<file path="src/rtl/rob_multi_pkg.sv">
// rob_multi shared types and constants.
// Parameter-independent encodings used by the ROB and its neighbours.
package rob_multi_pkg;

    localparam int DEF_DEPTH    = 8;
    localparam int DEF_NUM_CDB  = 2;
    localparam int DEF_COMMIT_W = 2;
    localparam int DEF_DATA_W   = 16;
    localparam int DEF_REG_W    = 4;

    // Destination id 0 means the instruction writes no register.
    localparam logic [DEF_REG_W-1:0] REG_NONE = '0;

    // One completion broadcast at the default widths.
    typedef struct packed {
        logic                          valid;
        logic                          redirect;
        logic [$clog2(DEF_DEPTH)-1:0]  tag;
        logic [DEF_DATA_W-1:0]         value;
        logic [DEF_DATA_W-1:0]         target;
    } cdb_port_t;

endpackage

</file>
<file path="src/rtl/rob_multi_if.sv">
// rob_multi bus: allocate handshake, CDB completion ports,
// and commit/redirect outputs.
interface rob_multi_if
    import rob_multi_pkg::*;
#(
    parameter int DEPTH    = DEF_DEPTH,
    parameter int NUM_CDB  = DEF_NUM_CDB,
    parameter int COMMIT_W = DEF_COMMIT_W,
    parameter int DATA_W   = DEF_DATA_W,
    parameter int REG_W    = DEF_REG_W
);
    localparam int IDX_W = $clog2(DEPTH);

    logic                         alloc_valid;
    logic                         alloc_ready;
    logic [REG_W-1:0]             alloc_reg;
    logic [IDX_W-1:0]             alloc_tag;

    logic [NUM_CDB-1:0]           cdb_valid;
    logic [NUM_CDB*IDX_W-1:0]     cdb_tag;
    logic [NUM_CDB*DATA_W-1:0]    cdb_value;
    logic [NUM_CDB-1:0]           cdb_redirect;
    logic [NUM_CDB*DATA_W-1:0]    cdb_target;

    logic [COMMIT_W-1:0]          commit_valid;
    logic [COMMIT_W*REG_W-1:0]    commit_reg;
    logic [COMMIT_W*DATA_W-1:0]   commit_value;
    logic [COMMIT_W*IDX_W-1:0]    commit_tag;
    logic                         redirect_valid;
    logic [DATA_W-1:0]            redirect_pc;

    logic [IDX_W:0]               count;
    logic                         empty;
    logic                         full;

    // ROB side
    modport slave (
        input  alloc_valid, alloc_reg,
        input  cdb_valid, cdb_tag, cdb_value, cdb_redirect, cdb_target,
        output alloc_ready, alloc_tag,
        output commit_valid, commit_reg, commit_value, commit_tag,
        output redirect_valid, redirect_pc,
        output count, empty, full
    );

    // Dispatch / CDB / retire side
    modport master (
        output alloc_valid, alloc_reg,
        output cdb_valid, cdb_tag, cdb_value, cdb_redirect, cdb_target,
        input  alloc_ready, alloc_tag,
        input  commit_valid, commit_reg, commit_value, commit_tag,
        input  redirect_valid, redirect_pc,
        input  count, empty, full
    );

endinterface

</file>
<file path="src/rtl/rob_multi_commit_select.sv">
// Prefix select over the commit window: contiguous ready lanes,
// stopping after the first redirect or at the occupancy limit.
module rob_commit_select #(
    parameter int COMMIT_W = 2,
    parameter int CNT_W    = 4,
    parameter int LANE_W   = (COMMIT_W > 1) ? $clog2(COMMIT_W) : 1
) (
    input  logic [COMMIT_W-1:0] win_busy,
    input  logic [COMMIT_W-1:0] win_done,
    input  logic [COMMIT_W-1:0] win_redir,
    input  logic [CNT_W-1:0]    count,
    output logic [COMMIT_W-1:0] lane_valid,
    output logic [CNT_W-1:0]    k,
    output logic                redir_any,
    output logic [LANE_W-1:0]   redir_lane
);

    // Walk lanes in order; the first blocked lane ends the prefix.
    always_comb begin
        logic go;
        lane_valid = '0;
        k          = '0;
        redir_any  = 1'b0;
        redir_lane = '0;
        go         = 1'b1;
        for (int i = 0; i < COMMIT_W; i++) begin
            if (go && win_busy[i] && win_done[i] && (CNT_W'(i) < count)) begin
                lane_valid[i] = 1'b1;
                k             = k + CNT_W'(1);
                if (win_redir[i]) begin
                    redir_any  = 1'b1;
                    redir_lane = LANE_W'(i);
                    go         = 1'b0;
                end
            end else begin
                go = 1'b0;
            end
        end
    end

endmodule

</file>
<file path="src/rtl/rob_multi.sv">
// Multi-port reorder buffer: circular in-order queue with NUM_CDB
// completion ports, COMMIT_W-wide retirement and redirect squash.
module rob_multi
    import rob_multi_pkg::*;
#(
    parameter int DEPTH    = DEF_DEPTH,
    parameter int NUM_CDB  = DEF_NUM_CDB,
    parameter int COMMIT_W = DEF_COMMIT_W,
    parameter int DATA_W   = DEF_DATA_W,
    parameter int REG_W    = DEF_REG_W
) (
    input  logic      clk,
    input  logic      reset,
    rob_multi_if.slave bus
);
    localparam int IDX_W  = $clog2(DEPTH);
    localparam int CNT_W  = IDX_W + 1;
    localparam int LANE_W = (COMMIT_W > 1) ? $clog2(COMMIT_W) : 1;

    typedef struct packed {
        logic              busy;
        logic              done;
        logic              redirect;
        logic [REG_W-1:0]  rd;
        logic [DATA_W-1:0] value;
        logic [DATA_W-1:0] target;
    } entry_t;

    entry_t            ents_q [DEPTH];
    entry_t            ents_d [DEPTH];
    logic [IDX_W-1:0]  head_q, head_d;
    logic [IDX_W-1:0]  tail_q, tail_d;
    logic [CNT_W-1:0]  count_q, count_d;
    logic              squash_q, squash_d;

    logic [IDX_W-1:0]  widx [COMMIT_W];
    logic [COMMIT_W-1:0] win_busy, win_done, win_redir;
    logic [COMMIT_W-1:0] lane_valid;
    logic [CNT_W-1:0]  k;
    logic              redir_any;
    logic [LANE_W-1:0] redir_lane;
    logic              full_w;
    logic              alloc_fire;

    // Gather the commit window starting at head.
    always_comb begin
        for (int i = 0; i < COMMIT_W; i++) begin
            widx[i]      = head_q + IDX_W'(i);
            win_busy[i]  = ents_q[widx[i]].busy;
            win_done[i]  = ents_q[widx[i]].done;
            win_redir[i] = ents_q[widx[i]].redirect;
        end
    end

    rob_commit_select #(
        .COMMIT_W (COMMIT_W),
        .CNT_W    (CNT_W),
        .LANE_W   (LANE_W)
    ) u_sel (
        .win_busy   (win_busy),
        .win_done   (win_done),
        .win_redir  (win_redir),
        .count      (count_q),
        .lane_valid (lane_valid),
        .k          (k),
        .redir_any  (redir_any),
        .redir_lane (redir_lane)
    );

    // Status, handshake and commit-lane outputs from registered state.
    always_comb begin
        full_w             = (count_q == CNT_W'(DEPTH));
        bus.full           = full_w;
        bus.empty          = (count_q == '0);
        bus.count          = count_q;
        bus.alloc_ready    = !full_w && !squash_q;
        bus.alloc_tag      = tail_q;
        alloc_fire         = bus.alloc_valid && !full_w && !squash_q;
        bus.commit_valid   = lane_valid;
        bus.commit_reg     = '0;
        bus.commit_value   = '0;
        bus.commit_tag     = '0;
        bus.redirect_valid = redir_any;
        bus.redirect_pc    = '0;
        for (int i = 0; i < COMMIT_W; i++) begin
            bus.commit_reg[i*REG_W +: REG_W]    = ents_q[widx[i]].rd;
            bus.commit_value[i*DATA_W +: DATA_W] = ents_q[widx[i]].value;
            bus.commit_tag[i*IDX_W +: IDX_W]    = widx[i];
            if (redir_any && (redir_lane == LANE_W'(i))) begin
                bus.redirect_pc = ents_q[widx[i]].target;
            end
        end
    end

    // Next state: complete, retire, allocate; a redirect overrides all.
    always_comb begin
        logic [IDX_W-1:0] t;
        t = '0;
        for (int e = 0; e < DEPTH; e++) begin
            ents_d[e] = ents_q[e];
        end
        head_d   = head_q + k[IDX_W-1:0];
        tail_d   = tail_q;
        count_d  = count_q + CNT_W'(alloc_fire) - k;
        squash_d = 1'b0;

        // Highest port first so the lowest port's write lands last.
        for (int p = NUM_CDB - 1; p >= 0; p--) begin
            t = bus.cdb_tag[p*IDX_W +: IDX_W];
            if (bus.cdb_valid[p] && ents_q[t].busy) begin
                ents_d[t].done     = 1'b1;
                ents_d[t].value    = bus.cdb_value[p*DATA_W +: DATA_W];
                ents_d[t].redirect = bus.cdb_redirect[p];
                ents_d[t].target   = bus.cdb_target[p*DATA_W +: DATA_W];
            end
        end

        for (int i = 0; i < COMMIT_W; i++) begin
            if (lane_valid[i]) begin
                ents_d[widx[i]] = '0;
            end
        end

        if (alloc_fire) begin
            ents_d[tail_q]      = '0;
            ents_d[tail_q].busy = 1'b1;
            ents_d[tail_q].rd   = bus.alloc_reg;
            tail_d              = tail_q + IDX_W'(1);
        end

        if (redir_any) begin
            for (int e = 0; e < DEPTH; e++) begin
                ents_d[e] = '0;
            end
            head_d   = '0;
            tail_d   = '0;
            count_d  = '0;
            squash_d = 1'b1;
        end
    end

    // State registers with synchronous reset.
    always_ff @(posedge clk) begin
        if (reset) begin
            for (int e = 0; e < DEPTH; e++) begin
                ents_q[e] <= '0;
            end
            head_q   <= '0;
            tail_q   <= '0;
            count_q  <= '0;
            squash_q <= 1'b0;
        end else begin
            for (int e = 0; e < DEPTH; e++) begin
                ents_q[e] <= ents_d[e];
            end
            head_q   <= head_d;
            tail_q   <= tail_d;
            count_q  <= count_d;
            squash_q <= squash_d;
        end
    end

endmodule

</file>
<file path="src/flat_wrapper.sv">
// flat-port wrapper written by rule: the top's interface ports become plain ports
module rob_multi_flat import rob_multi_pkg::*;
#(
    parameter int DEPTH    = DEF_DEPTH,
    parameter int NUM_CDB  = DEF_NUM_CDB,
    parameter int COMMIT_W = DEF_COMMIT_W,
    parameter int DATA_W   = DEF_DATA_W,
    parameter int REG_W    = DEF_REG_W
)
  (clk, reset, bus_alloc_valid, bus_alloc_reg, bus_cdb_valid, bus_cdb_tag, bus_cdb_value, bus_cdb_redirect, bus_cdb_target, bus_alloc_ready, bus_alloc_tag, bus_commit_valid, bus_commit_reg, bus_commit_value, bus_commit_tag, bus_redirect_valid, bus_redirect_pc, bus_count, bus_empty, bus_full);
  rob_multi_if #(.DEPTH(DEPTH), .NUM_CDB(NUM_CDB), .COMMIT_W(COMMIT_W), .DATA_W(DATA_W), .REG_W(REG_W)) bus_i ();
  input  logic clk;
  input  logic reset;
  input wire logic [$bits(bus_i.alloc_valid)-1:0] bus_alloc_valid;
  input wire logic [$bits(bus_i.alloc_reg)-1:0] bus_alloc_reg;
  input wire logic [$bits(bus_i.cdb_valid)-1:0] bus_cdb_valid;
  input wire logic [$bits(bus_i.cdb_tag)-1:0] bus_cdb_tag;
  input wire logic [$bits(bus_i.cdb_value)-1:0] bus_cdb_value;
  input wire logic [$bits(bus_i.cdb_redirect)-1:0] bus_cdb_redirect;
  input wire logic [$bits(bus_i.cdb_target)-1:0] bus_cdb_target;
  output wire logic [$bits(bus_i.alloc_ready)-1:0] bus_alloc_ready;
  output wire logic [$bits(bus_i.alloc_tag)-1:0] bus_alloc_tag;
  output wire logic [$bits(bus_i.commit_valid)-1:0] bus_commit_valid;
  output wire logic [$bits(bus_i.commit_reg)-1:0] bus_commit_reg;
  output wire logic [$bits(bus_i.commit_value)-1:0] bus_commit_value;
  output wire logic [$bits(bus_i.commit_tag)-1:0] bus_commit_tag;
  output wire logic [$bits(bus_i.redirect_valid)-1:0] bus_redirect_valid;
  output wire logic [$bits(bus_i.redirect_pc)-1:0] bus_redirect_pc;
  output wire logic [$bits(bus_i.count)-1:0] bus_count;
  output wire logic [$bits(bus_i.empty)-1:0] bus_empty;
  output wire logic [$bits(bus_i.full)-1:0] bus_full;
  assign bus_i.alloc_valid = bus_alloc_valid;
  assign bus_i.alloc_reg = bus_alloc_reg;
  assign bus_i.cdb_valid = bus_cdb_valid;
  assign bus_i.cdb_tag = bus_cdb_tag;
  assign bus_i.cdb_value = bus_cdb_value;
  assign bus_i.cdb_redirect = bus_cdb_redirect;
  assign bus_i.cdb_target = bus_cdb_target;
  assign bus_alloc_ready = bus_i.alloc_ready;
  assign bus_alloc_tag = bus_i.alloc_tag;
  assign bus_commit_valid = bus_i.commit_valid;
  assign bus_commit_reg = bus_i.commit_reg;
  assign bus_commit_value = bus_i.commit_value;
  assign bus_commit_tag = bus_i.commit_tag;
  assign bus_redirect_valid = bus_i.redirect_valid;
  assign bus_redirect_pc = bus_i.redirect_pc;
  assign bus_count = bus_i.count;
  assign bus_empty = bus_i.empty;
  assign bus_full = bus_i.full;
  rob_multi #(.DEPTH(DEPTH), .NUM_CDB(NUM_CDB), .COMMIT_W(COMMIT_W), .DATA_W(DATA_W), .REG_W(REG_W)) u_core (.clk(clk), .reset(reset), .bus(bus_i));
endmodule
</file>
<file path="config.mk">
export PLATFORM = sky130hd
export DESIGN_NAME = rob_multi_flat
export DESIGN_NICKNAME = d
export VERILOG_FILES = /design/src/rtl/rob_multi_pkg.sv /design/src/rtl/rob_multi_if.sv /design/src/rtl/rob_multi_commit_select.sv /design/src/rtl/rob_multi.sv /design/src/flat_wrapper.sv
export SDC_FILE = /design/constraint.sdc
export NUM_CORES = 1
export LEC_CHECK = 0
export ABC_AREA = 0
export BUFFER_PORTS_ARGS = -buffer_cell sky130_fd_sc_hd__buf_4
export CAP_MARGIN = 20
export CORE_ASPECT_RATIO = 1.2
export CORE_UTILIZATION = 25
export DETAILED_ROUTE_END_ITERATION = 8
export GPL_ROUTABILITY_DRIVEN = 0
export PLACE_DENSITY_LB_ADDON = 0.08
export SYNTH_ARGS = -nofsm -noshare
export SYNTH_HDL_FRONTEND = slang
export SYNTH_SLANG_ARGS = --single-unit
</file>
<file path="constraint.sdc">
create_clock -name clk -period 4.2 [get_ports clk]
set_clock_uncertainty 0.1 [all_clocks]
set_input_delay 0.21 -clock clk [delete_from_list [all_inputs] [get_ports clk]]
set_output_delay 0.21 -clock clk [all_outputs]
set_load 0.1 [all_outputs]
</file>
---- Word level (Yosys, flattened, before mapping) ----
Memory sizes are Yosys's and may differ from the RTL's. A register that Yosys moved wholly into a read port is not among the register bits.
Index checks and enable logic that the tools add are counted.
operators by class
  add/subtract/negate cells ............... 6
  equality and inequality tests ........... 1
  reductions and logical operators ........ 21
  multiplexer cells ....................... 69
  bitwise logic cells ..................... 20
  order comparisons ....................... 12
operators with widths
  cell                 number
  $bwmux 312           10
  $mux 312             6
  $demux 39 s3         13
  $and 312x312->312    3
  $not 312->312        3
  $mux 39              12
  $mux 38              2
  $mux 37              2
  $mux 16              4
  $mux 32              2
  $mux 36              1
  $ge 4x4->1 const B   5
  $lt 4x1->1 const B   5
  $not 3->4            5
  $logic_and 1x1->1    17
  $mux 1               15
  $lt 1x4->1 const A   2
  $or 1x1->1           8
  $add 3x1->3 const B  2
  $add 4x1->4          1
  $add 4x1->4 const B  1
  $eq 4x4->1 const B   1
  $logic_not 4->1      1
  $mux 4               1
  other kinds (6)      7
word-level totals
  register bits after elaboration ......... 11
  memories kept ........................... 1
  output and inout port bits .............. 75
  RAM bits ................................ 312
  bits of input ports ..................... 81
  logic and storage cells ................. 134
memory list
  memory         depth  bits a word  rd ports  clocked after Yosys merged registers in  wr ports  RTL line         text
  u_core.ents_q  8      39           12        1                                        8         rob_multi.sv:29  entry_t ents_q [DEPTH];

---- Depth between registers and ports, before layout ----
  depth in word-level cells ............... 25
  depth in mapped cells ................... 16
  depth with buffers taken out ............ 15

---- Modules after synthesis ----
Synthesis repeated with hierarchy kept, for this count alone.
unflattened totals
  cell total of the unflattened synthesis .. 2298
  area total of the unflattened synthesis .. 20863.8 sq um
modules (own cells, without submodules)
  module             cells each  sequential area each (sq um)  instances  area each (sq um)
  rob_multi          2284        6466.2                        1          20753.7
  rob_commit_select  14          0.0                           1          110.1

---- Worst setup path after synthesis ----
OpenSTA, ideal clock, no wires.
  kind .................................... reg-to-output
  start point ............................. register u_core.head_q[0]
  end point ............................... output port bus_redirect_pc[14]
  buffers on the path ..................... 4
  arrival ................................. 5.655 ns
  data required time ...................... 3.890 ns
  path slack .............................. -1.765 ns
  stages on the path, launching flop included .. 11
  path through ............................ dfxtp_1 ha_1 clkbuf_1 clkbuf_1 buf_1 nor3_1 clkbuf_1 a22oi_1 nand2_1 a21oi_1 o21ai_0
on the way
  cells in the longest elaborated chain, start to end .. 10
  elaborated cells between the ends (all ways) .. 14
  classes of those cells .................. 1 x add/sub; 6 x mux; 1 x bitwise; 5 x reduce/logical; 1 x memory
RTL lines
  what                             RTL line                       text
  start, declared                  rob_multi.sv:31                logic [IDX_W-1:0] head_q, head_d;
  start signal, assigned           rob_multi.sv:148               head_q <= '0;
  start signal, assigned           rob_multi.sv:156               head_q <= head_d;
  $add 3x1->3 (*)                  rob_multi.sv:48                widx[i] = head_q + IDX_W'(i);
  net bus_commit_tag[4]            flat_wrapper.sv:26             output wire logic [$bits(bus_i.commit_tag)-1:0] bus_commit_tag;
  $mem_v2 8x39 (*)                 n/a
  $logic_and 1x1->1 (3 in series)  rob_multi_commit_select.sv:27  if (go && win_busy[i] && win_done[i] && (CNT_W'(i) < count)) begin
  $mux 1                           rob_multi_commit_select.sv:27
  $not 1->1                        rob_multi.sv:89                if (redir_any && (redir_lane == LANE_W'(i))) begin
  $logic_and 1x1->1                rob_multi.sv:89
  $mux 16                          rob_multi.sv:89
  $mux 16 (*)                      rob_multi.sv:89
  end, declared                    flat_wrapper.sv:28             output wire logic [$bits(bus_i.redirect_pc)-1:0] bus_redirect_pc;
Mark *: on every way through the listed nets, which the timed path passes. The rest lies on a longest branch.

---- Final worst setup path ----
  start point ............................. register u_core.head_q[0]
  end point ............................... output port bus_redirect_pc[5]
on the way
  cells in the longest elaborated chain, start to end .. 10
  elaborated cells between the ends (all ways) .. 14
  classes of those cells .................. 1 x add/sub; 6 x mux; 1 x bitwise; 5 x reduce/logical; 1 x memory
RTL lines
  what                             RTL line
  $add 3x1->3 (*)                  rob_multi.sv:48
  $mem_v2 8x39 (*)                 n/a
  $logic_and 1x1->1 (3 in series)  rob_multi_commit_select.sv:27
  $mux 1                           rob_multi_commit_select.sv:27
  $not 1->1                        rob_multi.sv:89
  $logic_and 1x1->1                rob_multi.sv:89
  $mux 16                          rob_multi.sv:89
  $mux 16 (*)                      rob_multi.sv:89
Mark *: on every way between the ends. The rest lies on a longest branch, timed or not.

==> qor.yml <==
grt:
  grt_max_degree: 73
  gr-total-overflow: 0
  grt_usage_pct: 26.9
  first_global_vias: 21201
  grt_first_pass_wirelength_microns: 156000
  antenna_found_initial: 2
logic_synthesis:
  ys_async_sr_fraction_pct: 0
  synth_top_area_share_pct: 33.0
  synth_edf_count: 0
  ys_seq_elements: 323
  ys_types: 66
  synth_ff_type: "dfxtp_1"
  synthCells: 2476
  syn_area_sq_um: 19600
  synthMuxAreaShare_pct: 14.0
  syn_area_per_cell_sq_um: 7.91
  syn-num-nets: 2570
  yosys-top-cells-count: "dfxtp_1, nand2_1, mux2i_1"
  synth_top_family_by_area: "simple AND/OR/NAND/NOR gates"
  yosysMostFrequentCell: "dfxtp_1"
  yosysSeqAreaShare_pct: 33.0
  synth.area.top_cells: "dfxtp_1, mux2i_1, a22oi_1, nand2_1, nor4_1"
  synth_simple_gate_area_share_pct: 23.0
  yosys_warnings: 0
  synthAdderAreaFrac_pct: 0.908
  synth-xor-area-share_pct: 0.224
  synth-compound-area-share_pct: 22.2
  yosys.area.top_type: "dfxtp_1"
timing:
  final-max-slew-violation-count: 0
  rsz0062_at_grt: "false"
  fin_crit_sh_pct: 97.9
  worstMarginPinSlew_ns: 1.15
  hold_violations: 0
  finalSetupViolCount: 0
  finalCriticalPeriod_ns: 4.11
  relSlewSlack_pct: 23.3
  fmax_mhz: 243
route:
  vias: 21633
  ant_nets: 0
  first_pass_iters: 6
  routedWlPerCell_microns: 30.3
  drt_iter0_markers: 2349
  remaining_drc_errors: 0
  vias_per_cell: 5.95
  wl_microns: 110000
layout:
  design_area_sq_um: 24500
  fin_cells: 3633
  syn_to_final_growth_pct: 25.4
  fillers: 8233
  utilization_pct: 31.6
  nets: 2671
  drive_gt1_share_pct: 17.3
  diodes: 0
power_and_ir_drop:
  irDropWorstVdd_v: 0.000252
  power.total_w: 0.00823
  p_leak_nw: 11.0
  powerDensity_nw_per_um2: 335
clock_network:
  clkTransAtPathRegs_ns: 0.06
  clk_latency_ns: 0.60
  clock_path_buffers: 3
  cts_max_level: 2
  clock-sinks: 323
  cts_root_buf: "clkbuf_16"
  cts_buffers: 43
  cts_tree: "done"
critical_path:
  critical_path_class: "reg2out"
  start_kind: "flop"
  startpoint: "u_core.head_q[0]$_SDFF_PP0_"
  endpoint_kind: "output pin"
  cp.required_ns: 3.89
  timing.rr.start: "u_core.head_q[0]$_SDFF_PP0_"
  critPathMaxFanout: 30
  critPathArrivalTime_ns: 3.80
floorplanning:
  design.core.area_sq_um: 77600
  die_y_microns: 309
  fp-row-count: 112
  initial_utilization_pct: 25.2
  dieArea_sq_um: 79400
  die_width_microns: 257
  boundaryPins: 156
hold_path:
  hold_class: "in2reg"
  min_from: "bus_cdb_target[26]"
flow_run:
  drv_cap: 0
placed_design:
  port_buffers: 155
  dp_cells: 3482
  dp_hpwl_microns: 68600
  postPlaceCellArea_sq_um: 22300
run_status:
  status: "completed"
[power breakdown]
part | switching (W) | internal, W | total, W
clock | 0.00158 | 0.00230 | 0.00389
sequential | 0.0000594 | 0.00311 | 0.00317
combinational | 0.000836 | 0.000334 | 0.00117
[worst max-delay path, cell delays in order (launching register included)]
cell	delay (ns)
dfxtp_4	0.63
ha_4	0.24
xnor2_4	0.19
inv_2	0.20
buf_4	0.30
nor3_2	0.25
buf_6	0.38
a22oi_1	0.14
and3_1	0.18
o22ai_1	0.31
buf_4	0.37
[through the flow]
step	worst slack, ns	setup TNS, ns	hold WS, ns
2_1_floorplan	-0.112	-0.876	0.179
3_3_place_gp	0.343	0	0.370
3_5_place_dp	0.347	0	0.386
4_1_cts	0.0202	0	0.000121
5_1_grt	0.0118	0	0.0282
6_report	0.0870	0	0.0157
[worst paths after layout]
kind | endpoint | slack [ns] | cells after the start
worst max-delay path | bus_redirect_pc[5] | 0.09 | 10
worst min-delay path | u_core.ents_q[3][10]$_SDFF_PP0_ | 0.02 | 5
worst max register to register | u_core.ents_q[0][3]$_SDFF_PP0_ | 0.44 | 8
worst min register to register | u_core.ents_q[7][35]$_SDFF_PP0_ | 0.39 | 2
[cell families (layout without fill, tap and decap cells)]
group / count (synthesis) / count (layout)
buffers and inverters: 322 / 453
AND/OR/NAND/NOR: 893 / 893
flip-flops: 323 / 323
AO/OA/AOI/OAI: 664 / 664
adder cells (fa/ha/maj): 13 / 13
multiplexers: 256 / 256
XOR/XNOR: 5 / 5
[routing by layer]
metal  vias to the layer above  wire, microns  track usage [%]
met3                       256           7180             3.67
met5                         -             14                0
met2                      1080          52500             45.9
met1                     10726          45900             34.1
li1                       9569              -                -
met4                         2           4440             10.6
[cell type report]
type,instances,area (sq um),area share [%]
multi-input combinational,1831,12200,49.7
sequential,323,6480,26.4
timing repair buffer,352,3040,12.4
clock buffer,65,1300,5.29
tap,1026,1280,5.23
clock inverter,10,131,0.535
inverter,26,101,0.413
[timing repair]
action	in CTS	in global routing
pin swaps	2	1
resized for setup	4	1
setup endpoints to repair	16	6
hold endpoints to repair	297	0
hold buffers	66	0
setup buffers	5	4
[flip-flops by register name (all words and copies together), names as in the netlist]
signal and count:
u_core.bus.alloc_tag 3, u_core.bus.count 4, u_core.ents_q 312, u_core.head_q 3, u_core.squash_q 1
[placed cells by master (no fill, tap or decap), types with 4 or more instances in the layout]
cell           instances
inv_1                 22
mux4_2                12
a211oi_1              11
o22ai_1               69
nand3_1              103
o22ai_2                6
ha_1                   9
a22o_1                27
a221oi_1              26
buf_12                17
clkbuf_16             43
or2_2                  7
o211ai_1             102
a21oi_1              111
or4_1                 15
nor2_4                10
clkbuf_8              14
nor2b_1                7
mux2_2                 5
dfxtp_1              317
dlygate4sd3_1         66
nand4_1               48
nor4_1               136
nor3_2                 8
nand2b_1               6
nand3_4                6
nand2_2                7
nor2_1                66
mux2i_1              238
or3_1                  4
and3b_1                4
a22oi_1              151
buf_4                267
nand2_1              290
clkinv_2               5
nor4b_1               18
clkbuf_1               8
and3_1                15
o21ai_0              139
nor3_1               120
No activity file was read; power rests on OpenSTA's default activity.
